--- config.mk ---
export PLATFORM = sky130hd
export DESIGN_NAME = conv_job_scheduler
export DESIGN_NICKNAME = d
export VERILOG_FILES = /design/src/rtl/conv_sched_pkg.sv /design/src/rtl/conv_job_scheduler_rr_arb2.sv /design/src/rtl/conv_job_scheduler.sv
export SDC_FILE = /design/constraint.sdc
export NUM_CORES = 1
export LEC_CHECK = 0
export ABC_AREA = 1
export CORE_UTILIZATION = 45
export DETAILED_ROUTE_END_ITERATION = 8
export HOLD_SLACK_MARGIN = 0.12
export PLACE_DENSITY = 0.83
export SETUP_SLACK_MARGIN = 0.1
export SYNTH_ARGS = -nofsm -noshare
export SYNTH_HDL_FRONTEND = slang
export SYNTH_SLANG_ARGS = --single-unit
export TNS_END_PERCENT = 50
--- constraint.sdc ---
create_clock -name clk -period 1.7 [get_ports clk]
set_clock_uncertainty 0.15 [all_clocks]
set_input_delay 0.34 -clock clk [delete_from_list [all_inputs] [get_ports clk]]
set_output_delay 0.34 -clock clk [all_outputs]
set_load 0.02 [all_outputs]
--- src/rtl/conv_sched_pkg.sv ---
// Shared types and constants for the conversion job scheduler.
package conv_sched_pkg;

  localparam int DEF_N_WORDS     = 24;
  localparam int DEF_CALC_CYCLES = 2;
  localparam int WORD_IDX_W      = 8;
  localparam int CALC_CNT_W      = 4;

  typedef enum logic [2:0] {
    IDLE,
    GRANT,
    READ,
    CALC,
    STORE,
    COUNT,
    WRITE,
    DONE
  } sched_state_t;

endpackage

--- src/rtl/conv_job_scheduler_rr_arb2.sv ---
// Two-requester round-robin arbiter: on a tie, the requester not served last wins.
module rr_arb2 (
  input  logic req0,
  input  logic req1,
  input  logic last_served,
  output logic winner
);

  always_comb begin
    if (req0 && req1) begin
      winner = ~last_served;
    end else begin
      winner = req1;
    end
  end

endmodule

--- src/rtl/conv_job_scheduler.sv ---
// Batch scheduler granting a shared conversion datapath to one of two requesters
// and sequencing read / calc / store per word, then a single file write.
module conv_job_scheduler
  import conv_sched_pkg::*;
#(
  parameter int N_WORDS     = DEF_N_WORDS,
  parameter int CALC_CYCLES = DEF_CALC_CYCLES
) (
  input  logic                  clk,
  input  logic                  rst,
  input  logic                  req0,
  input  logic                  req1,
  output logic                  gnt0,
  output logic                  gnt1,
  output logic                  done0,
  output logic                  done1,
  output logic                  dp_sel,
  output logic                  dp_read,
  output logic                  dp_store,
  output logic                  dp_write,
  output logic [WORD_IDX_W-1:0] word_idx,
  output logic                  busy
);

  localparam logic [WORD_IDX_W-1:0] LAST_IDX  = WORD_IDX_W'(N_WORDS - 1);
  localparam logic [CALC_CNT_W-1:0] LAST_CALC = CALC_CNT_W'(CALC_CYCLES - 1);

  sched_state_t          state;
  sched_state_t          state_next;
  logic                  owner;
  logic                  last_served;
  logic                  winner;
  logic [CALC_CNT_W-1:0] calc_cnt;

  rr_arb2 u_arb (
    .req0        (req0),
    .req1        (req1),
    .last_served (last_served),
    .winner      (winner)
  );

  always_ff @(posedge clk or posedge rst) begin
    if (rst) begin
      state <= IDLE;
    end else begin
      state <= state_next;
    end
  end

  always_comb begin
    state_next = state;
    unique case (state)
      IDLE:    if (req0 || req1) state_next = GRANT;
      GRANT:   state_next = READ;
      READ:    state_next = CALC;
      CALC:    if (calc_cnt == LAST_CALC) state_next = STORE;
      STORE:   state_next = COUNT;
      COUNT:   state_next = (word_idx == LAST_IDX) ? WRITE : READ;
      WRITE:   state_next = DONE;
      DONE:    state_next = IDLE;
      default: state_next = IDLE;
    endcase
  end

  // Owner is captured only when leaving IDLE so grants stay stable for the whole batch;
  // word_idx is left at N_WORDS after the last COUNT and only cleared by the next GRANT.
  always_ff @(posedge clk or posedge rst) begin
    if (rst) begin
      owner       <= 1'b0;
      last_served <= 1'b1;
      word_idx    <= '0;
      calc_cnt    <= '0;
    end else begin
      unique case (state)
        IDLE:    if (req0 || req1) owner <= winner;
        GRANT:   word_idx <= '0;
        CALC:    calc_cnt <= (calc_cnt == LAST_CALC) ? '0 : calc_cnt + 1'b1;
        COUNT:   word_idx <= word_idx + 1'b1;
        DONE:    last_served <= owner;
        default: ;
      endcase
    end
  end

  always_comb begin
    busy     = (state != IDLE);
    gnt0     = busy && !owner;
    gnt1     = busy && owner;
    dp_sel   = busy && owner;
    dp_read  = (state == READ);
    dp_store = (state == STORE);
    dp_write = (state == WRITE);
    done0    = (state == DONE) && !owner;
    done1    = (state == DONE) && owner;
  end

endmodule

### After elaboration in Yosys (flattened, before gate mapping)

Cells that the tools add are included.

| storage, ports and cells | value |
|---|---|
| memory bits (writable) | 0 |
| register bits after elaboration | 17 |
| memories | 0 |
| logic and storage cells | 38 |
| memory bits (read-only) | 0 |
| latch bits | 0 |

| operators by class | value |
|---|---|
| div/mod/pow operators | 0 |
| eq/ne operators | 11 |
| bitwise operators | 1 |
| reductions and logical operators | 12 |
| shifts and indexed selects | 0 |
| $mul | 0 |
| multiplexer cells | 7 |
| add/sub/neg operators | 2 |
| $lt $le $gt $ge | 0 |

Operators with widths:

| cell | number |
|---|---|
| $pmux 3 s8 | 1 |
| $pmux 8 s2 | 1 |
| $eq 3x3->1 const B | 4 |
| $mux 3 | 3 |
| $add 8x1->8 const B | 1 |
| $eq 8x5->1 const B | 1 |
| $eq 3x2->1 const B | 2 |
| $logic_and 1x1->1 | 5 |
| $add 4x1->4 const B | 1 |
| $eq 4x1->1 const B | 1 |
| $mux 4 | 1 |
| $ne 2x2->1 const B | 2 |
| $reduce_and 2->1 | 2 |
| $eq 3x1->1 const B | 1 |
| $logic_not 3->1 | 1 |
| $reduce_bool 3->1 | 1 |
| $reduce_bool 2->1 | 1 |
| $logic_not 1->1 | 1 |
| $logic_or 1x1->1 | 1 |
| $mux 1 | 1 |
| $not 1->1 | 1 |

### Depth between registers and ports, before layout

| logic depth | value |
|---|---|
| word-level depth | 3 |
| gate-level depth with buffers | 7 |

### Hierarchy

Synthesis repeated with hierarchy kept, for this count alone.

| second synthesis, totals | value |
|---|---|
| cells, all modules | 131 |
| area, all modules | 950.9 µm² |

Modules (own cells, without submodules):

| module | cells an instance | times used | area each (µm²) |
|---|---|---|---|
| conv_job_scheduler | 129 | 1 | 938.4 |
| rr_arb2 | 2 | 1 | 12.5 |

### Worst setup path after synthesis

No wires, ideal clock.

| timing path | value |
|---|---|
| path kind | register to output |
| start point | register state[2] |
| end point | output gnt1 |
| slack | -0.129 ns |
| cell stages (with the launch flop) | 6 |
| data arrival time | 1.339 ns |
| buffers on the path | 1 |
| required time | 1.210 ns |
| cell sequence | dfrtp_1 -> inv_2 -> nand2_1 -> inv_1 -> nor2_1 -> buf_4 |

| between the ends | value |
|---|---|
| cells in the longest elaborated chain, start to end | 2 |

RTL lines:

| item | RTL line | text |
|---|---|---|
| from (decl) | conv_job_scheduler.sv:28 | `sched_state_t state;` |
| from (signal assigned) | conv_job_scheduler.sv:46 | `state <= state_next;` |
| $reduce_bool 3->1 | conv_job_scheduler.sv:86 | `busy = (state != IDLE);` |
| named net busy | conv_job_scheduler.sv:22 | `output logic busy` |
| $logic_and 1x1->1 | -- |  |
| to (decl) | conv_job_scheduler.sv:14 | `output logic gnt1,` |

The timed path passes the listed nets, and every way through them passes these cells.

### Worst setup path after layout

| timing path | value |
|---|---|
| start point | register state[0] |
| end point | output gnt0 |

| between the ends | value |
|---|---|
| cells in the longest elaborated chain, start to end | 2 |

RTL lines:

| item | RTL line | text |
|---|---|---|
| $reduce_bool 3->1 | conv_job_scheduler.sv:86 |  |
| $logic_and 1x1->1 | conv_job_scheduler.sv:87 | `gnt0 = busy && !owner;` |
| to (decl) | conv_job_scheduler.sv:13 | `output logic gnt0,` |

No other way between the ends.

==> impl_metrics.json <==
{
  "critical_path_class": "reg2out",
  "cap_violations": 0,
  "fraction_of_final_layout_cells_sized_beyond_drive_strength_1_pct": 39.6,
  "io_buffers": 20,
  "number_of_fill_cells": 116,
  "average_wire_per_standard_cell_microns": 14.7,
  "syn2layout_area_growth_pct": 63.5,
  "max_clock_freq_ghz": 0.548,
  "critPathTopFamily": "flip-flops",
  "final_common_cell": "sky130_fd_sc_hd__nand2_1",
  "setup.worst_path.start_class": "flip-flop",
  "drc": 0,
  "finalWeightedCongestion": 0.799,
  "worst_pin_slew_ns": 0.452,
  "io_pins": 21,
  "gr-usage-all-layers_pct": 26.3,
  "drt_first_pass_iters": 4,
  "result_of_the_run": "finished, violations left",
  "slowest_stage": "sky130_fd_sc_hd__dfrtp_2",
  "globalRouteMet2Util_pct": 45.8,
  "fp.dieArea_sq_mm": 0.00223,
  "worst-path-buf-inv": 3,
  "fp-row-count": 15,
  "clock_path_buffers": 2,
  "global_route.overflow_total": 0,
  "layout.core_utilization_pct": 82.7,
  "final_max_slew_viol_count": 0,
  "final_cells": 207,
  "hold_viol_final": 0,
  "grt_antenna_before_repair": 0,
  "synth_cell_type_count": 18,
  "num_vias": 1089,
  "numCtsBuffers": 3,
  "setup-violations-final": 8,
  "crit_path_max_fanout": 4,
  "timing.reg2reg.setup_slack_ns": 0.14,
  "htreeDepth": 1,
  "grt-busiest-layer": "met2",
  "coreArea_sq_mm": 0.00182,
  "global_route_wire_length_before_repair_mm": 4.08,
  "timing.max_slew.rel_slack_pct": 69.8,
  "finalWirelength_mm": 3.05,
  "multi_input_area_sq_um": 522,
  "grtUsageMet3_pct": 4.23,
  "netlist_area_sq_um": 921,
  "timing.critical_path.cells": "nor2_4 > nand2_2 > inv_2 > buf_6 > nor2_2 > buf_6",
  "clockRootBuffer": "sky130_fd_sc_hd__clkbuf_4",
  "insertedDiodeCount": 0,
  "vias_in_the_first_global_route": 950,
  "most-common-layout-cells": "29 x sky130_fd_sc_hd__nand2_1, 26 x sky130_fd_sc_hd__buf_4, 17 x sky130_fd_sc_hd__nor2_1, 14 x sky130_fd_sc_hd__dfrtp_1, 12 x sky130_fd_sc_hd__inv_1",
  "critPathMaxStageDelay_ns": 0.46,
  "hold_path_class": "reg2reg",
  "largest_net_degree_at_the_start_of_global_routing": 10,
  "rsz0062_at_grt": "yes",
  "worst_skew_pair.late_latency_ns": 0.30,
  "detailed_place_hpwl_mm": 1.67,
  "syn_inst": 130,
  "cts_num_sinks": 17,
  "worst_ir_drop_on_vdd_uv": 403,
  "initial_utilization_pct": 50.6,
  "timing.final.ws_setup_ns": -0.124,
  "die_height_microns": 47.2,
  "cellPowerDensity_mw_per_mm2": 450,
  "synth.yosys.warnings": 0,
  "clkSlewWorstSetupHoldPaths_ns": 0.10,
  "failed_checks": "setup timing",
  "syn-num-nets": 135,
  "timing.critical_path.to_type": "output port",
  "p_leak_nw": 0.734,
  "final-seq-area_sq_um": 429,
  "yosysSeqAreaShare_pct": 46.3,
  "use_met1_pct": 32.1,
  "placed_cells": 185,
  "tritoncts_clock_tree": "yes",
  "synth-seq-cells": 17,
  "mean_area_per_synthesized_cell_sq_um": 7.08,
  "cp_common_cell": "sky130_fd_sc_hd__buf_6",
  "route.detailed.vias_per_inst": 5.26,
  "drt.antenna.violating_nets": 0,
  "fin_crit_sh_pct": 107,
  "final_nets": 188,
  "detail_route.iter0.violations": 40,
  "period_minus_slack_ns": 1.82,
  "worst-endpoint-arrival_ns": 1.33,
  "die_x_microns": 47.2,
  "cp.required_ns": 1.21
}
## worst paths after layout
check | from | endpoint | depth (start not counted)
hold / removal | calc_cnt[3]$_DFFE_PP0N_ | calc_cnt[3]$_DFFE_PP0N_ | 1
min in group asynchronous | rst | word_idx[0]$_DFFE_PP0P_ | 3
max in group asynchronous | rst | last_served$_DFFE_PP1N_ | 4
hold reg to reg | calc_cnt[3]$_DFFE_PP0N_ | calc_cnt[3]$_DFFE_PP0N_ | 1
setup reg to reg | state[1]$_DFFE_PP0P_ | word_idx[5]$_DFFE_PP0P_ | 9
setup / recovery | state[0]$_DFFE_PP0P_ | gnt0 | 6
## power by group
group | total, mW | switching, mW | internal, mW | leakage [nW]
registers | 0.407 | 0.00145 | 0.405 | 0.214
logic | 0.0423 | 0.0221 | 0.0202 | 0.505
clock network | 0.228 | 0.137 | 0.0916 | 0.0150
total | 0.678 | 0.160 | 0.517 | 0.734
## metrics by stage
step | hold slack (ns) | setup TNS, ns | total power [mW] | setup slack [ns] | instance area (sq um)
floorplan | 0.115 | 0 | 0.433 | 0.144 | 931
global placement | 0.327 | -0.758 | 0.452 | -0.134 | 1240
detailed placement | 0.334 | -1.00 | 0.453 | -0.166 | 1240
CTS | 0.352 | -0.162 | 0.671 | -0.0971 | 1350
global route | 0.372 | -0.728 | 0.693 | -0.148 | 1510
finish | 0.355 | -0.421 | 0.678 | -0.124 | 1510
## registers in the layout (all words and copies together) (netlist names)
name	count
word_idx	8
owner	1
last_served	1
calc_cnt	4
state	3
## logic make-up after synthesis
family / count (synthesis) / share of synthesized area [%]
AOI/OAI and AO/OA: 13 / 7.47
xor gates and xnor gates: 2 / 1.90
and+or+nand+nor: 79 / 35.2
DFF: 17 / 46.3
buffers and inverters: 18 / 7.74
adders and majority gates: 1 / 1.36
## final cells by class
type                       instances  share of cell area [%]
clock buffer                       4                    1.75
inverter                          17                    4.57
multi-input combinational         95                    34.7
sequential                        17                    28.5
tap                               25                    2.08
timing repair buffer              49                    28.4
## cell usage after synthesis (all sizes together)
| master | n | area (sq um) |
|---|---|---|
| nand3 | 11 | 55.1 |
| dfstp | 1 | 26.3 |
| buf | 1 | 7.51 |
| a21oi | 5 | 25.0 |
| nand2 | 38 | 145 |
| inv | 17 | 63.8 |
| xor2 | 1 | 8.76 |
| dfrtp | 16 | 400 |
| a22o | 1 | 8.76 |
| ha | 1 | 12.5 |
| nor3 | 1 | 5.00 |
| xnor2 | 1 | 8.76 |
| o21ai | 7 | 35.0 |
| nand4 | 1 | 6.26 |
| nor2 | 28 | 113 |
## what timing repair did
action                                  CTS  global route
resized for setup                        69            37
setup buffers                             9            11
endpoints found under the setup margin   17            28
endpoints found under the hold margin     4             0
pin swaps                                 3            10
hold buffers                              1             0
## metal layers
layer / routed length [microns] / share of wire (%)
met5: 0 / 0
met4: 100 / 3.3
met3: 202 / 6.6
met2: 1550 / 51
met1: 1190 / 39
No activity file was read; power rests on OpenSTA's default activity.
==> variant 1: new RTL, same settings <==
Compare `word_idx` against `LAST_IDX` with >= in place of ==.
--- a/src/rtl/conv_job_scheduler.sv
+++ b/src/rtl/conv_job_scheduler.sv
@@ -57,3 +57,3 @@
       STORE:   state_next = COUNT;
-      COUNT:   state_next = (word_idx == LAST_IDX) ? WRITE : READ;
+      COUNT:   state_next = (word_idx >= LAST_IDX) ? WRITE : READ;
       WRITE:   state_next = DONE;
Function: no difference found for any inputs over 10 cycles, from zero or initial values and one cycle with rst high; that may be too few to reach the edited logic, so the function may still have changed.
==> variant 1 against the unedited design <==
  * Worst hold slack worse by 160 ps
  * Utilization fell by 15 points
  * Non-clock buffer count is 15 lower
  * Cell area fell by 11%
  * Sequential cell count unchanged
  * Total power shrank 2.5%
  * Global-route usage fell by 5.1 points
  * Worst setup slack better by 79 ps
  * Largest cell class unchanged
  * The run still ends with setup timing left
  * Area after synthesis grew 1.8%
  * Register-to-register slack gained 90 ps
  * Combinational power decreased by 8.5%
  * Wire length is 26% lower
==> variant 1: results (changes against the unedited design) <==
- Met3 WL post-DR: 105 um (was 202 um)
- The number of vias per cell after detailed routing is 5.032 (was 5.261).
- Wirelength, routed: 2250 um (was 3045 um)
- The maximum net fanout on the critical path is 5 (was 4).
- The worst reg-to-reg path cell count came to 7 (was 9).
* Number of setup buffers added after CTS: 3 (was 9)
- The wire length on met2 was 1192 um (was 1553 um).
* Run status: complete, but fails checks (unchanged)
- Syn nets: 128 (was 135)
* Violations in the final reports: setup timing (unchanged)
- The total routing usage reported by global routing was 0.2118 (was 0.2632).
* Setup Viol. Count Final: 4 (was 8)
- The cell area after placement was 0.001226 sq mm (was 0.001237 sq mm).
- Complex-gate fraction of the synthesized area: 0.1135 (was 0.07473)
* Worst hold slack after final layout: 195.5 ps (was 355.3 ps)
* Adder-cell area share of the yosys netlist: 0.01335 (was 0.01359)
- Number of buffers inserted by hold repair at cts: 0 (was 1)
* Average footprint of a synthesized cell: 7.619 sq um (was 7.084 sq um)
* Critical Path Source: state[2]$_DFFE_PP0P_ (was state[0]$_DFFE_PP0P_)
- Reg2reg start: state[0]$_DFFE_PP0P_ (was state[1]$_DFFE_PP0P_)
* Post-CTS sizing: 62 (was 69)
- The wire length of the first global-routing pass is 3229 um (was 4077 um).
- Most frequent cells after synthesis: nand2_1 (26), nor2_1 (18), dfrtp_1 (16) (was nand2_1 (37), nor2_1 (25), dfrtp_1 (16), inv_1 (16), nand3_1 (11))
- Via count: 936 (was 1089)
- Top post-synthesis cells by area: dfrtp_1 (43%), nand2_1 (10%), nor2_1 (7.2%) (was dfrtp_1 (43%), nand2_1 (15%), nor2_1 (10%)).
* Relative contribution of combinational cells to total power: 0.059 (was 0.062)
* Setup crit end: dp_store (was gnt0)
- IR Drop Worst-Case VDD: 0.3980 mV (was 0.4034 mV)
- Final net count: 165 (was 188)
* Count of cell types in the netlist: 22 (was 18)
- Largest net degree at the start of global routing: 18 (was 10)
- Worst setup slack after placement: -176.3 ps (was -166.1 ps)
- Leakage power total: 0.6227 nW (was 0.7344 nW)
- Met2 track demand over resource in global routing: 0.3699 (was 0.4575)
- The register-to-register path setup slack is 230 ps (was 140 ps).
- The arrival time of data at the critical path endpoint was 1260 ps (was 1330 ps).
* Post-synthesis sequential area ratio: 0.4553 (was 0.4633)
* Reg power frac: 0.616 (was 0.600)
- Worst-case setup margin in the final layout: -45.18 ps (was -123.9 ps)
* Routability cong.: 0.8381 (was 0.7986)
-- variant 1: changes by cell type after synthesis, sizes merged, moves of 2 or more --
| cell | unedited run | this run |
|---|---|---|
| nand3 | 11 | 8 |
| nor2 | 28 | 20 |
| o21ai | 7 | 10 |
| a21oi | 5 | 8 |
| nand2 | 38 | 29 |
| nor3 | 1 | 3 |
-- variant 1: logic make-up (layout without fill, tap and decap cells) --
logic type	count (synthesis)	in the layout
and+or+nand+nor	63	63
AOI/OAI and AO/OA	20	20
buffers and inverters	19	55
DFF	17	17
xor gates and xnor gates	3	3
adders and majority gates	1	1
-- variant 1: cell type report --
cell class	instances	area [sq um]
sequential	17	429.2
timing repair buffer	34	291.5
multi-input combinational	87	485.5
inverter	17	66.31
tap	27	33.78
clock buffer	4	26.28
fill	168	629.4
-- variant 1: critical path, cell delays in order (launching register included) --
cell and delay [ps]:
dfrtp_1 410, inv_2 90, buf_6 130, nor3_4 200, buf_6 140
==> variant 2: new RTL, same settings <==
Made on the original files. Change the package constant `WORD_IDX_W` from 8 to 6.
--- a/src/rtl/conv_sched_pkg.sv
+++ b/src/rtl/conv_sched_pkg.sv
@@ -5,3 +5,3 @@
   localparam int DEF_CALC_CYCLES = 2;
-  localparam int WORD_IDX_W      = 8;
+  localparam int WORD_IDX_W      = 6;
   localparam int CALC_CNT_W      = 4;
Interface: changed (resized word_idx); port bits go from 21 to 19. No check against the original RTL was run, so the function may have changed too.
==> variant 2 against the unedited design <==
  * Cell area shrank 14%
  * First-iteration DRC count decreased by 45%
  * Count of clock-buffer cells in the layout down 1
  * Largest cell class unchanged
  * Wire length fell by 23%
  * Worst setup slack gained 93 ps
  * Area after synthesis decreased by 11%
  * The run still ends with setup timing left
  * Sequential cell count shrank 2
Power is left out: it rests on default switching activity, and per cell area and clock period it moved more than threefold.
==> variant 2: results (changes against the unedited design) <==
- Run status: complete, but fails checks (unchanged).
* Violations in the final reports: setup timing (unchanged)
- Global-route track usage on met1: 0.3575 (was 0.3213)
- Hold Path Class: in2async (was reg2reg)
* Tot GR Track Use: 0.2775 (was 0.2632)
- The largest buffer count on any clock path came to 2 (unchanged).
* Arrival time worst endpoint: 1240 ps (was 1330 ps)
* Adder-cell area share of the yosys netlist: 0.01527 (was 0.01359)
- The post-synthesis compound-gate area fraction came to 0.08550 (was 0.07473).
* Number of antenna diodes: 0 (unchanged)
- The clock latency on the worst-skew pair came to 300 ps (about the same).
- Registers with the most flip-flops: word_idx: 6 flops, calc_cnt: 4 flops, state: 3 flops (was word_idx: 8 flops, calc_cnt: 4 flops, state: 3 flops)
- Top post-synthesis cells by area: dfrtp_1 (43%), nand2_1 (11%), nor2_1 (7.3%) (was dfrtp_1 (43%), nand2_1 (15%), nor2_1 (10%)).
- The post-synthesis mux area share was 0 (unchanged).
* Width of the die: 44.68 um (was 47.24 um)
* Via-to-Cell Ratio: 4.989 (was 5.261)
- Worst-case setup margin in the final layout: -30.67 ps (was -123.9 ps)
* Port-buffer cells: 18 (was 20)
- Most frequent cells after synthesis: nand2_1 (24), nor2_1 (16), inv_1 (15) (was nand2_1 (37), nor2_1 (25), dfrtp_1 (16), inv_1 (16), nand3_1 (11)).
* Non-filler instance count after layout: 175 (was 207)
* Syn nets: 113 (was 135)
* Prevailing post-synth register cell: dfrtp_1 (unchanged)
- Setup Viol. Count Final: 2 (was 8)
- The worst-case headroom to the max-slew limit is 0.8715 (was 0.6976).
- Post-place instance area: 0.001122 sq mm (was 0.001237 sq mm)
* Vias in the first global route: 836 (was 950)
- The post-layout net count was 156 (was 188).
- Xor and xnor area share after synthesis: 0.03206 (was 0.01902)
- The clock transition at the registers of the reported paths was 100 ps (about the same).
- The DRC violation total after the first TritonRoute iteration came to 22 (was 40).
- Post-synthesis sequential area ratio: 0.4595 (was 0.4633)
- Half-perimeter wire length of the detailed placement result: 1414 um (was 1673 um)
- The maximum net fanout on the critical path is 3 (was 4).
- Synthesis-to-layout area growth: 57.86% (was 63.45%)
* First-pass GRT wire length: 3808 um (was 4077 um)
- Worst stage delay on the critical path: 380 ps (was 460 ps)
- Wirelength, routed: 2355 um (was 3045 um)
- The fraction of layout instances using a drive strength above 1 is 0.3933 (was 0.3956).
- Cell at the slowest stage of the critical path: dfrtp_1 (was dfrtp_2)
* Average footprint of a synthesized cell: 7.588 sq um (was 7.084 sq um)
- Antenna violations before repair: 0 (unchanged)
- The met3 capacity usage during global routing is 0.07347 (was 0.04231).
- The pre-CTS setup slack is -129.5 ps (was -166.1 ps).
- The pin count of the biggest net entering global routing is 16 (was 10).
* Count of cell types in the netlist: 20 (was 18)
* H-tree level count: 1 (unchanged)
* Number of CTS-inserted buffers: 3 (unchanged)
* Fill cell total of the finished layout: 115 (was 116)
- The final weighted congestion in routability-driven placement is 0.7977 (was 0.7986).
- Warnings from Yosys: 0 (unchanged)
- Met2 track demand over resource in global routing: 0.4441 (was 0.4575)
## variant 2: layout make-up
| cell class | count | area share |
|---|---|---|
| well taps | 25 | 0.02418 |
| inverters | 17 | 0.05126 |
| clock inverters | 1 | 0.005803 |
| repair buffers | 40 | 0.2785 |
| clock buffers | 3 | 0.01741 |
| multi-input cells | 74 | 0.3298 |
| flip-flops and latches | 15 | 0.2930 |
## variant 2: timing repair
item,CTS,global route
gates resized for setup,74,8
cloned,0,0
buffers inserted,11,0
pin swaps,5,6
setup endpoints to repair,15,15
endpoints found under the hold margin,0,0
## variant 2: cell families (layout without fill, tap and decap cells)
family / after synthesis / count (layout)
AND/OR/NAND/NOR: 57 / 57
buffers and inverters: 19 / 61
flip-flops: 15 / 15
AO/OA/AOI/OAI: 13 / 13
XOR/XNOR: 3 / 3
adder cells (fa/ha/maj): 1 / 1
## variant 2: final timing paths
check / from / to / slack, ps / cells after the start
worst max-delay path: state[2]$_DFFE_PP0P_ / dp_write / -30 / 6
worst min-delay path: rst / word_idx[5]$_DFFE_PP0P_ / 180 / 3
worst max register to register: state[2]$_DFFE_PP0P_ / state[1]$_DFFE_PP0P_ / 30 / 10
worst min register to register: calc_cnt[3]$_DFFE_PP0P_ / calc_cnt[3]$_DFFE_PP0P_ / 340 / 1
max in group asynchronous: rst / last_served$_DFFE_PP1N_ / 980 / 3
min in group clk: calc_cnt[3]$_DFFE_PP0P_ / calc_cnt[3]$_DFFE_PP0P_ / 340 / 1
## variant 2: through the flow
step / setup TNS, ps / hold slack [ps]
after global placement: -715.0 / 317.9
after global routing: -288.6 / 221.5
after floorplan: 0 / 90.70
after CTS: -27.89 / 186.4
final: -48.17 / 175.4
after detailed placement: -872.0 / 326.3
## variant 2: per-layer routing
layer,vias up,part of all wire
li1,428,-
met1,409,0.42
met2,29,0.51
met3,7,0.051
met4,0,0.021
met5,-,0
## variant 2: worst register-to-register path: stages, from the launching register on
cell and delay, ps:
dfrtp_1 380, inv_2 70, buf_6 130, nor2_4 140
nand2_4 60, buf_4 130, buf_4 130, buf_4 120
buf_4 120, buf_4 120, nand4_1 60
